<file path="config.mk">
export PLATFORM = sky130hd
export DESIGN_NAME = dm_access_stage
export DESIGN_NICKNAME = d
export VERILOG_FILES = /design/src/rtl/riscv_pkg.sv /design/src/rtl/lsu_align.sv /design/src/rtl/dm_access_stage.sv
export SDC_FILE = /design/constraint.sdc
export NUM_CORES = 1
export LEC_CHECK = 0
export CAP_MARGIN = 10
export CELL_PAD_IN_SITES_DETAIL_PLACEMENT = 1
export CELL_PAD_IN_SITES_GLOBAL_PLACEMENT = 1
export CORE_MARGIN = 5
export CORE_UTILIZATION = 34
export CTS_CLUSTER_DIAMETER = 100
export DETAILED_ROUTE_END_ITERATION = 10
export PLACE_DENSITY = 0.89
export SYNTH_ARGS = -nofsm -noshare
export SYNTH_HDL_FRONTEND = slang
export SYNTH_HIERARCHICAL = 1
export SYNTH_SLANG_ARGS = --single-unit
</file>
<file path="constraint.sdc">
create_clock -name clk -period 3.8 [get_ports clk]
set_clock_uncertainty 0.15 [all_clocks]
set_input_delay 0.76 -clock clk [delete_from_list [all_inputs] [get_ports clk]]
set_output_delay 0.76 -clock clk [all_outputs]
set_load 0.02 [all_outputs]
</file>
<file path="src/rtl/riscv_pkg.sv">
// Shared RV32I definitions for the data-memory access stage: load/store
// size encodings and the access FSM state type.
package riscv_pkg;

    localparam logic [2:0] F3_B  = 3'b000;
    localparam logic [2:0] F3_H  = 3'b001;
    localparam logic [2:0] F3_W  = 3'b010;
    localparam logic [2:0] F3_BU = 3'b100;
    localparam logic [2:0] F3_HU = 3'b101;

    typedef enum logic [1:0] {
        IDLE = 2'd0,
        WAIT = 2'd1,
        DONE = 2'd2
    } dm_state_t;

endpackage

</file>
<file path="src/rtl/lsu_align.sv">
// Combinational lane logic: store byte replication and strobes, the
// misalign/illegal-size check, and load lane extraction with extension.
module lsu_align
    import riscv_pkg::*;
(
    input  logic [2:0]  funct3,
    input  logic [1:0]  stOffset,
    input  logic        isStore,
    input  logic [31:0] stData,
    output logic [31:0] wdata,
    output logic [3:0]  wstrb,
    output logic        fault,
    input  logic [2:0]  ldFunct3,
    input  logic [1:0]  ldOffset,
    input  logic [31:0] rdata,
    output logic [31:0] loadData
);

    logic [31:0] shifted;

    always_comb begin
        wdata = stData;
        wstrb = 4'b1111;
        case (funct3[1:0])
            2'b00: begin
                wdata = {4{stData[7:0]}};
                wstrb = 4'b0001 << stOffset;
            end
            2'b01: begin
                wdata = {2{stData[15:0]}};
                wstrb = stOffset[1] ? 4'b1100 : 4'b0011;
            end
            default: begin
                wdata = stData;
                wstrb = 4'b1111;
            end
        endcase
    end

    // Unsigned sizes exist only for loads; 011/110/111 are never legal.
    always_comb begin
        fault = 1'b1;
        case (funct3)
            F3_B:    fault = 1'b0;
            F3_H:    fault = stOffset[0];
            F3_W:    fault = |stOffset;
            F3_BU:   fault = isStore;
            F3_HU:   fault = isStore | stOffset[0];
            default: fault = 1'b1;
        endcase
    end

    always_comb begin
        shifted  = rdata >> {ldOffset, 3'b000};
        loadData = rdata;
        case (ldFunct3)
            F3_B:    loadData = {{24{shifted[7]}}, shifted[7:0]};
            F3_H:    loadData = {{16{shifted[15]}}, shifted[15:0]};
            F3_BU:   loadData = {24'h0, shifted[7:0]};
            F3_HU:   loadData = {16'h0, shifted[15:0]};
            default: loadData = rdata;
        endcase
    end

endmodule

</file>
<file path="src/rtl/dm_access_stage.sv">
// MEM-stage data-memory access unit: drives a req/ack memory port, stalls
// upstream while an access is outstanding, and presents DM/WB inputs.
module dm_access_stage
    import riscv_pkg::*;
#(
    parameter int TIMEOUT_CYC = 16
) (
    input  logic        clk,
    input  logic        rst,
    input  logic        MemRead_in,
    input  logic        MemWrite_in,
    input  logic        MemtoReg_in,
    input  logic        RegWrite_in,
    input  logic [2:0]  funct3_in,
    input  logic [31:0] ALUResult_in,
    input  logic [31:0] rs2Data_in,
    input  logic [4:0]  rdAddr_in,
    output logic        MemtoReg_mem,
    output logic        RegWrite_mem,
    output logic [31:0] MemDout_mem,
    output logic [31:0] ALUResult_mem,
    output logic [4:0]  rdAddr_mem,
    output logic        stall_mem,
    output logic        misalign_mem,
    output logic        bus_err_mem,
    output logic        dmem_req,
    output logic        dmem_we,
    output logic [31:0] dmem_addr,
    output logic [31:0] dmem_wdata,
    output logic [3:0]  dmem_wstrb,
    input  logic [31:0] dmem_rdata,
    input  logic        dmem_ack,
    output dm_state_t   dbgState
);

    localparam int CW = (TIMEOUT_CYC > 1) ? $clog2(TIMEOUT_CYC) : 1;
    localparam logic [CW-1:0] LAST_CNT = CW'(TIMEOUT_CYC - 1);

    dm_state_t   state, nextState;
    logic [CW-1:0] cnt;
    logic [31:0] capAddr, capWdata, capRdata;
    logic [3:0]  capWstrb;
    logic [2:0]  capFunct3;
    logic [1:0]  capOff;
    logic        capWe, errQ;

    logic        access, fault;
    logic [31:0] alWdata, loadData;
    logic [3:0]  alWstrb;

    assign access   = MemRead_in | MemWrite_in;
    assign dbgState = rst ? IDLE : state;

    lsu_align u_align (
        .funct3   (funct3_in),
        .stOffset (ALUResult_in[1:0]),
        .isStore  (MemWrite_in),
        .stData   (rs2Data_in),
        .wdata    (alWdata),
        .wstrb    (alWstrb),
        .fault    (fault),
        .ldFunct3 (capFunct3),
        .ldOffset (capOff),
        .rdata    (capRdata),
        .loadData (loadData)
    );

    always_comb begin
        nextState     = state;
        dmem_req      = 1'b0;
        dmem_we       = 1'b0;
        dmem_addr     = 32'h0;
        dmem_wdata    = 32'h0;
        dmem_wstrb    = 4'h0;
        stall_mem     = 1'b0;
        misalign_mem  = 1'b0;
        bus_err_mem   = 1'b0;
        RegWrite_mem  = RegWrite_in;
        MemtoReg_mem  = MemtoReg_in;
        MemDout_mem   = 32'h0;
        ALUResult_mem = ALUResult_in;
        rdAddr_mem    = rdAddr_in;
        case (state)
            IDLE: begin
                if (access && fault) begin
                    misalign_mem = 1'b1;
                    RegWrite_mem = 1'b0;
                    MemtoReg_mem = 1'b0;
                end else if (access) begin
                    dmem_req     = 1'b1;
                    dmem_we      = MemWrite_in;
                    dmem_addr    = {ALUResult_in[31:2], 2'b00};
                    dmem_wdata   = MemWrite_in ? alWdata : 32'h0;
                    dmem_wstrb   = MemWrite_in ? alWstrb : 4'h0;
                    stall_mem    = 1'b1;
                    RegWrite_mem = 1'b0;
                    MemtoReg_mem = 1'b0;
                    nextState    = dmem_ack ? DONE : WAIT;
                end
            end
            WAIT: begin
                dmem_req     = 1'b1;
                dmem_we      = capWe;
                dmem_addr    = capAddr;
                dmem_wdata   = capWdata;
                dmem_wstrb   = capWstrb;
                stall_mem    = 1'b1;
                RegWrite_mem = 1'b0;
                MemtoReg_mem = 1'b0;
                if (dmem_ack || cnt == LAST_CNT) begin
                    nextState = DONE;
                end
            end
            DONE: begin
                RegWrite_mem = RegWrite_in & ~errQ;
                MemtoReg_mem = MemtoReg_in & ~errQ;
                MemDout_mem  = (capWe | errQ) ? 32'h0 : loadData;
                bus_err_mem  = errQ;
                nextState    = IDLE;
            end
            default: nextState = IDLE;
        endcase
        if (rst) begin
            nextState     = IDLE;
            dmem_req      = 1'b0;
            dmem_we       = 1'b0;
            dmem_addr     = 32'h0;
            dmem_wdata    = 32'h0;
            dmem_wstrb    = 4'h0;
            stall_mem     = 1'b0;
            misalign_mem  = 1'b0;
            bus_err_mem   = 1'b0;
            RegWrite_mem  = 1'b0;
            MemtoReg_mem  = 1'b0;
            MemDout_mem   = 32'h0;
            ALUResult_mem = 32'h0;
            rdAddr_mem    = 5'h0;
        end
    end

    // The request is frozen on leaving IDLE; WAIT never looks at the inputs.
    always_ff @(posedge clk) begin
        if (rst) begin
            state     <= IDLE;
            cnt       <= '0;
            capAddr   <= 32'h0;
            capWdata  <= 32'h0;
            capRdata  <= 32'h0;
            capWstrb  <= 4'h0;
            capFunct3 <= 3'h0;
            capOff    <= 2'h0;
            capWe     <= 1'b0;
            errQ      <= 1'b0;
        end else begin
            state <= nextState;
            if (state == IDLE && nextState != IDLE) begin
                capAddr   <= {ALUResult_in[31:2], 2'b00};
                capWe     <= MemWrite_in;
                capWdata  <= MemWrite_in ? alWdata : 32'h0;
                capWstrb  <= MemWrite_in ? alWstrb : 4'h0;
                capFunct3 <= funct3_in;
                capOff    <= ALUResult_in[1:0];
                capRdata  <= dmem_ack ? dmem_rdata : 32'h0;
                errQ      <= 1'b0;
                cnt       <= '0;
            end else if (state == WAIT) begin
                cnt <= cnt + 1'b1;
                if (dmem_ack) begin
                    capRdata <= dmem_rdata;
                end else if (cnt == LAST_CNT) begin
                    errQ <= 1'b1;
                end
            end
        end
    end

endmodule
</file>
### Word-level counts from Yosys, hierarchy flattened

Index checks and enable logic that the tools add are counted.

| operators by class | value |
|---|---|
| $add $sub $neg | 1 |
| equal/unequal tests | 11 |
| shift operators | 2 |
| muxes and demuxes | 56 |
| bitwise gates (word level) | 7 |
| reduce and logical (&&, ||, !) cells | 14 |

Operators by type and width:

| cell | number |
|---|---|
| 32-bit 2-to-1 mux | 15 |
| 32-bit case mux with 2 select lines | 3 |
| 32-bit case mux with 4 select lines | 1 |
| 32-bit by 5-bit right shift with 16-bit output | 1 |
| 4-bit 2-to-1 mux | 5 |
| 1-bit 2-to-1 mux | 17 |
| 4-bit case mux with 2 select lines | 2 |
| 3-bit equality test (second input constant) | 4 |
| 2-bit 2-to-1 mux | 6 |
| 3-bit by 1-bit equality test with 1-bit output (second input constant) | 2 |
| 3-bit logical NOT | 2 |
| 1-bit case mux with 3 select lines | 2 |
| 2-bit nonzero test | 3 |
| 5-bit 2-to-1 mux | 1 |
| 1-bit case mux with 5 select lines | 1 |
| 4-bit by 1-bit adder with 4-bit output (second input constant) | 1 |
| 2-bit by 1-bit equality test with 1-bit output (second input constant) | 2 |
| 4-bit equality test (second input constant) | 1 |
| 2-bit logical NOT | 2 |
| 1-bit case mux with 2 select lines | 2 |
| 2-bit case mux with 2 select lines | 1 |
| 2-bit OR reduction | 2 |
| 1-bit by 2-bit << shifter with 4-bit output (first input constant) | 1 |
| 3-bit by 2-bit equality test with 1-bit output (second input constant) | 1 |
| other kinds (8) | 13 |

| storage, ports and cells | value |
|---|---|
| register bits after elaboration | 111 |
| input port bits | 111 |
| word-level logic and storage cells | 101 |

### Logic depth before layout (Yosys ltp)

| logic depth | value |
|---|---|
| depth in word-level cells | 10 |
| depth in mapped cells | 8 |
| gate-level depth less buffers | 5 |

### Modules after synthesis

Netlist, hierarchy kept.

Modules (own cells, without submodules):

| module | instances | cells an instance | area each (µm²) | sequential area each (µm²) |
|---|---|---|---|---|
| dm_access_stage | 1 | 575 | 5200.0 | 2222.1 |
| lsu_align | 1 | 176 | 1122.3 | 0.0 |

### Least setup slack after synthesis

No wires, ideal clock.

| path | value |
|---|---|
| path kind | input port to output port |
| start | in funct3_in[0] |
| end | out stall_mem |
| arrival time | 2494 ps |
| setup slack | 396 ps |
| cell stages on the path | 8 |
| cell sequence | clkbuf_1 a221oi_1 a21oi_1 o21ba_2 buf_2 nor2_1 nor2_1 buf_4 |

| between the ends | value |
|---|---|
| longest elaborated chain between the ends | 6 |
| elaborated cells between the ends (all ways) | 10 |

RTL lines:

| what | RTL line | RTL |
|---|---|---|
| start: declaration | dm_access_stage.sv:14 | `input logic [2:0] funct3_in,` |
| 3-bit equality test (tied with other cells) | lsu_align.sv:43 | `case (funct3)` |
| 1-bit case mux with 5 select lines (*) | lsu_align.sv:43 |  |
| via fault | dm_access_stage.sv:47 | `logic access, fault;` |
| 1-bit logical AND (*) | dm_access_stage.sv:85 | `if (access && fault) begin` |
| 1-bit 2-to-1 mux (*) | n/a |  |
| 1-bit case mux with 2 select lines (*) | n/a |  |
| 1-bit 2-to-1 mux (*) | n/a |  |
| end: declaration | dm_access_stage.sv:23 | `output logic stall_mem,` |

The timed path passes the listed nets; every way through them passes the cells marked *.

### Worst setup path after layout

| path | value |
|---|---|
| start | in funct3_in[2] |
| end | out dmem_wdata[6] |

| between the ends | value |
|---|---|
| longest elaborated chain between the ends | 6 |
| elaborated cells between the ends (all ways) | 10 |

RTL lines:

| what | RTL line | RTL |
|---|---|---|
| 3-bit equality test (tied with other cells) | lsu_align.sv:43 |  |
| 1-bit case mux with 5 select lines (*) | lsu_align.sv:43 |  |
| via fault | dm_access_stage.sv:47 |  |
| 1-bit logical AND (*) | dm_access_stage.sv:85 |  |
| 32-bit 2-to-1 mux (*) | dm_access_stage.sv:85 |  |
| 32-bit case mux with 2 select lines (*) | dm_access_stage.sv:83 | `case (state)` |
| 32-bit 2-to-1 mux (*) | dm_access_stage.sv:123 | `if (rst) begin` |
| end: declaration | dm_access_stage.sv:29 | `output logic [31:0] dmem_wdata,` |

Marked as above.

==> flow_metrics.py <==
metrics = {
    "critical_path": {
        "arrival_ns": 2.83,
        "worst-setup-path-type": "in2out",
        "ff2ff_path_depth": 4,
        "end_kind": "primary output",
        "r2r-start": "state[0]$_SDFF_PP0_",
        "cp_max_fo": 5,
        "startpoint_type": "input pin",
        "r2r-end": "capWstrb[3]$_SDFFE_PP0N_",
        "rrSetupSlack_ns": 1.37,
        "worstPathRequired_ns": 2.89,
    },
    "floorplan": {
        "num_rows": 49,
        "dieArea_um2": 21420,
        "die_y_um": 146.4,
        "design.core.area_um2": 18150,
        "pin_count": 257,
        "die_w_um": 146.4,
        "initial_utilization_pct": 34.84,
    },
    "layout": {
        "final_nets": 1087,
        "area_growth_pct": 47.18,
        "diodes": 0,
        "fin_area_um2": 9305,
        "nFillCells": 2129,
        "layoutNonFillerInstCount": 1209,
        "layout-drive-gt1-share_pct": 13.98,
    },
    "timing": {
        "finalCriticalPeriod_ns": 3.741,
        "slew_headroom_pct": 28.00,
        "slew_viol_final": 0,
        "max_freq_ghz": 0.2673,
        "setup_tns_ns": 0,
        "report.final.hold_viol_count": 0,
        "layout_setup_ws_ns": 0.05927,
        "setup_violations": 0,
        "rsz0062_at_grt": "no",
        "fin_crit_sh_pct": 98.44,
        "worst_slew_pin_slew_ns": 1.078,
    },
    "routing": {
        "wl_per_cell_um": 21.10,
        "vias": 6773,
        "wl_um": 25520,
        "via_per_inst": 5.602,
        "dr.first_iter.drc_count": 334,
        "final_antenna_net_count": 0,
        "drc": 0,
        "dr.pass1.iters": 4,
    },
    "cts": {
        "holdBufCountCts": 0,
        "clk_pin_slew_worst_paths_ns": 0.07,
        "clockRootBuffer": "clkbuf_16",
        "cts_tree": "done",
        "cts_buffers": 9,
        "cts.sinks": 111,
        "htreeDepth": 3,
        "clock_latency_ns": 0.35,
        "cts_buffer_depth": 2,
    },
    "job": {
        "drv_cap": 0,
    },
    "synth": {
        "synth_cell_types": 54,
        "ys_async_sr_fraction_pct": 0,
        "synth_most_common_cell": "dfxtp_1",
        "synthFlopType": "dfxtp_1",
        "synth_top_area_share_pct": 35.15,
        "avgSynthCellArea_um2": 8.419,
        "synth_top_cell_by_area": "dfxtp_1",
        "yosys_warnings": 6,
        "syn_area_um2": 6322,
        "synthCells": 751,
        "synth-seq-cells": 111,
        "synth_common_cells": "dfxtp_1, a22o_1, nand2_1",
        "synth_edf_count": 0,
        "synth_area_leaders": "dfxtp_1, a22o_1, nand2_1",
        "yosysSeqAreaShare_pct": 35.15,
    },
    "status": {
        "outcome": "completed",
    },
    "grt": {
        "antenna_found_initial": 0,
        "overflow": 0,
        "grt_usage_pct": 22.68,
        "grt_pass1_vias": 7215,
        "grt_max_degree": 41,
        "grt_first_pass_wirelength_um": 39620,
    },
    "pwr": {
        "peakVddDrop_v": 0.0001845,
        "powerDensity_nw_per_um2": 315.9,
        "p_leak_nw": 3.948,
    },
    "placement": {
        "port_buffers": 254,
        "gp_congestion": 0.8152,
        "place_inst": 1185,
        "dp_hpwl_um": 17780,
        "dpl_cell_area_um2": 9061,
        "pre_cts_ws_ns": -0.3299,
    },
    "min_path": {
        "min_to": "capRdata[0]$_SDFFE_PP0P_",
        "hold_path_class": "reg2reg",
        "hold_start": "capRdata[0]$_SDFFE_PP0P_",
        "holdPathStages": 1,
    },
}
## how the worst max path moves through the flow
stage,from,endpoint,slack [ns],depth (start not counted)
2_1_floorplan,funct3_in[0],stall_mem,0.40,8
3_3_place_gp,ALUResult_in[0],dmem_wdata[25],-0.29,9
3_5_place_dp,ALUResult_in[0],dmem_wdata[22],-0.33,9
4_1_cts,ALUResult_in[0],dmem_wdata[11],0.0007,11
5_1_grt,funct3_in[2],dmem_wstrb[1],0.008,11
6_report,funct3_in[2],dmem_wdata[6],0.06,10
## layer usage
metal,GRT usage (%),up-vias,part of all wire [%]
met1,27.12,3324,41
met3,6.756,60,7.2
li1,-,3155,-
met4,7.949,0,3.0
met5,0,-,0
met2,38.76,234,49
## cell families after synthesis
| kind of cell | count (synthesis) | share of synthesized area [%] |
|---|---|---|
| and+or+nand+nor | 276 | 21.59 |
| xor gates and xnor gates | 2 | 0.2771 |
| buffers and inverters | 92 | 7.500 |
| DFF | 111 | 35.15 |
| AOI/OAI and AO/OA | 234 | 29.21 |
| other | 1 | 0.05931 |
| adders and majority gates | 1 | 0.1979 |
| muxes | 34 | 6.016 |
## timing repair
action | 4_1_cts | 5_1_grt
cloned | 3 | 1
endpoints found under the setup margin | 70 | 85
pin swaps | 1 | 3
resized for setup | 164 | 21
setup buffers | 3 | 1
## area by class of cell
| cell class | count | area [um2] | area share [%] |
|---|---|---|---|
| repair buffers | 297 | 2779 | 29.86 |
| well taps | 229 | 286.5 | 3.079 |
| clock inverters | 3 | 25.02 | 0.2689 |
| multi-input cells | 549 | 3696 | 39.72 |
| clock buffers | 13 | 270.3 | 2.904 |
| flip-flops and latches | 111 | 2222 | 23.88 |
| inverters | 7 | 26.28 | 0.2824 |
## power by group
group | internal [mW] | leakage (nW) | switching, mW
clock network | 0.504 | 0.142 | 0.451
registers | 1.22 | 0.904 | 0.0464
logic | 0.328 | 2.90 | 0.388
total | 2.05 | 3.95 | 0.885
## flip-flops by register name, summed over array words and instances, names as in the netlist
name,count
state,2
capWe,1
capWstrb,4
capOff,2
capFunct3,3
errQ,1
capRdata,32
capAddr,30
capWdata,32
cnt,4
## worst max-delay path, cell delays in order
cell             delay, ns
clkdlybuf4s50_1       0.44
a221oi_2              0.28
a21oi_2               0.06
buf_4                 0.16
nor4b_4               0.24
buf_4                 0.19
bufbuf_16             0.26
a22oi_1               0.07
nor2_1                0.16
buf_2                 0.21
## placed cells by master (no fill, tap or decap), types with 2 or more instances in the layout
| cell | synthesis | routed |
|---|---|---|
| buf_2 | 28 | 31 |
| clkdlybuf4s50_1 | 0 | 179 |
| clkbuf_2 | 0 | 2 |
| nand3b_1 | 2 | 2 |
| buf_12 | 0 | 5 |
| nor3_4 | 0 | 2 |
| a211oi_1 | 2 | 2 |
| or2_1 | 2 | 2 |
| dlygate4sd2_1 | 0 | 35 |
| a221oi_1 | 6 | 5 |
| clkbuf_8 | 0 | 3 |
| nor2b_1 | 41 | 40 |
| nand2b_1 | 3 | 3 |
| nor2_2 | 1 | 3 |
| buf_4 | 13 | 35 |
| mux2i_1 | 11 | 11 |
| nor3_1 | 2 | 2 |
| a21oi_1 | 12 | 10 |
| nand3_1 | 37 | 37 |
| clkbuf_16 | 0 | 10 |
| mux2_2 | 22 | 22 |
| a21o_1 | 3 | 3 |
| a22oi_1 | 41 | 41 |
| buf_6 | 6 | 3 |
| o21bai_1 | 3 | 3 |
| o211ai_1 | 35 | 35 |
| and2_1 | 33 | 33 |
| nand2_1 | 91 | 91 |
| conb_1 | 1 | 2 |
| dfxtp_1 | 111 | 111 |
| inv_1 | 6 | 6 |
| a22o_1 | 98 | 98 |
| nor2_1 | 51 | 48 |
| nor3b_1 | 2 | 2 |
| o21ai_0 | 20 | 20 |
| dlymetal6s2s_1 | 0 | 4 |
| o31ai_1 | 6 | 6 |
## stage by stage
step	power, mW	util (%)	hold slack, ns
floorplan	1.658	-	0.2990
global placement	1.984	49.93	0.3120
detailed placement	2.002	49.93	0.3191
CTS	2.953	51.14	0.3380
global route	3.065	51.28	0.3547
finish	2.939	51.28	0.3376
Power figures use the tool's default switching activity.
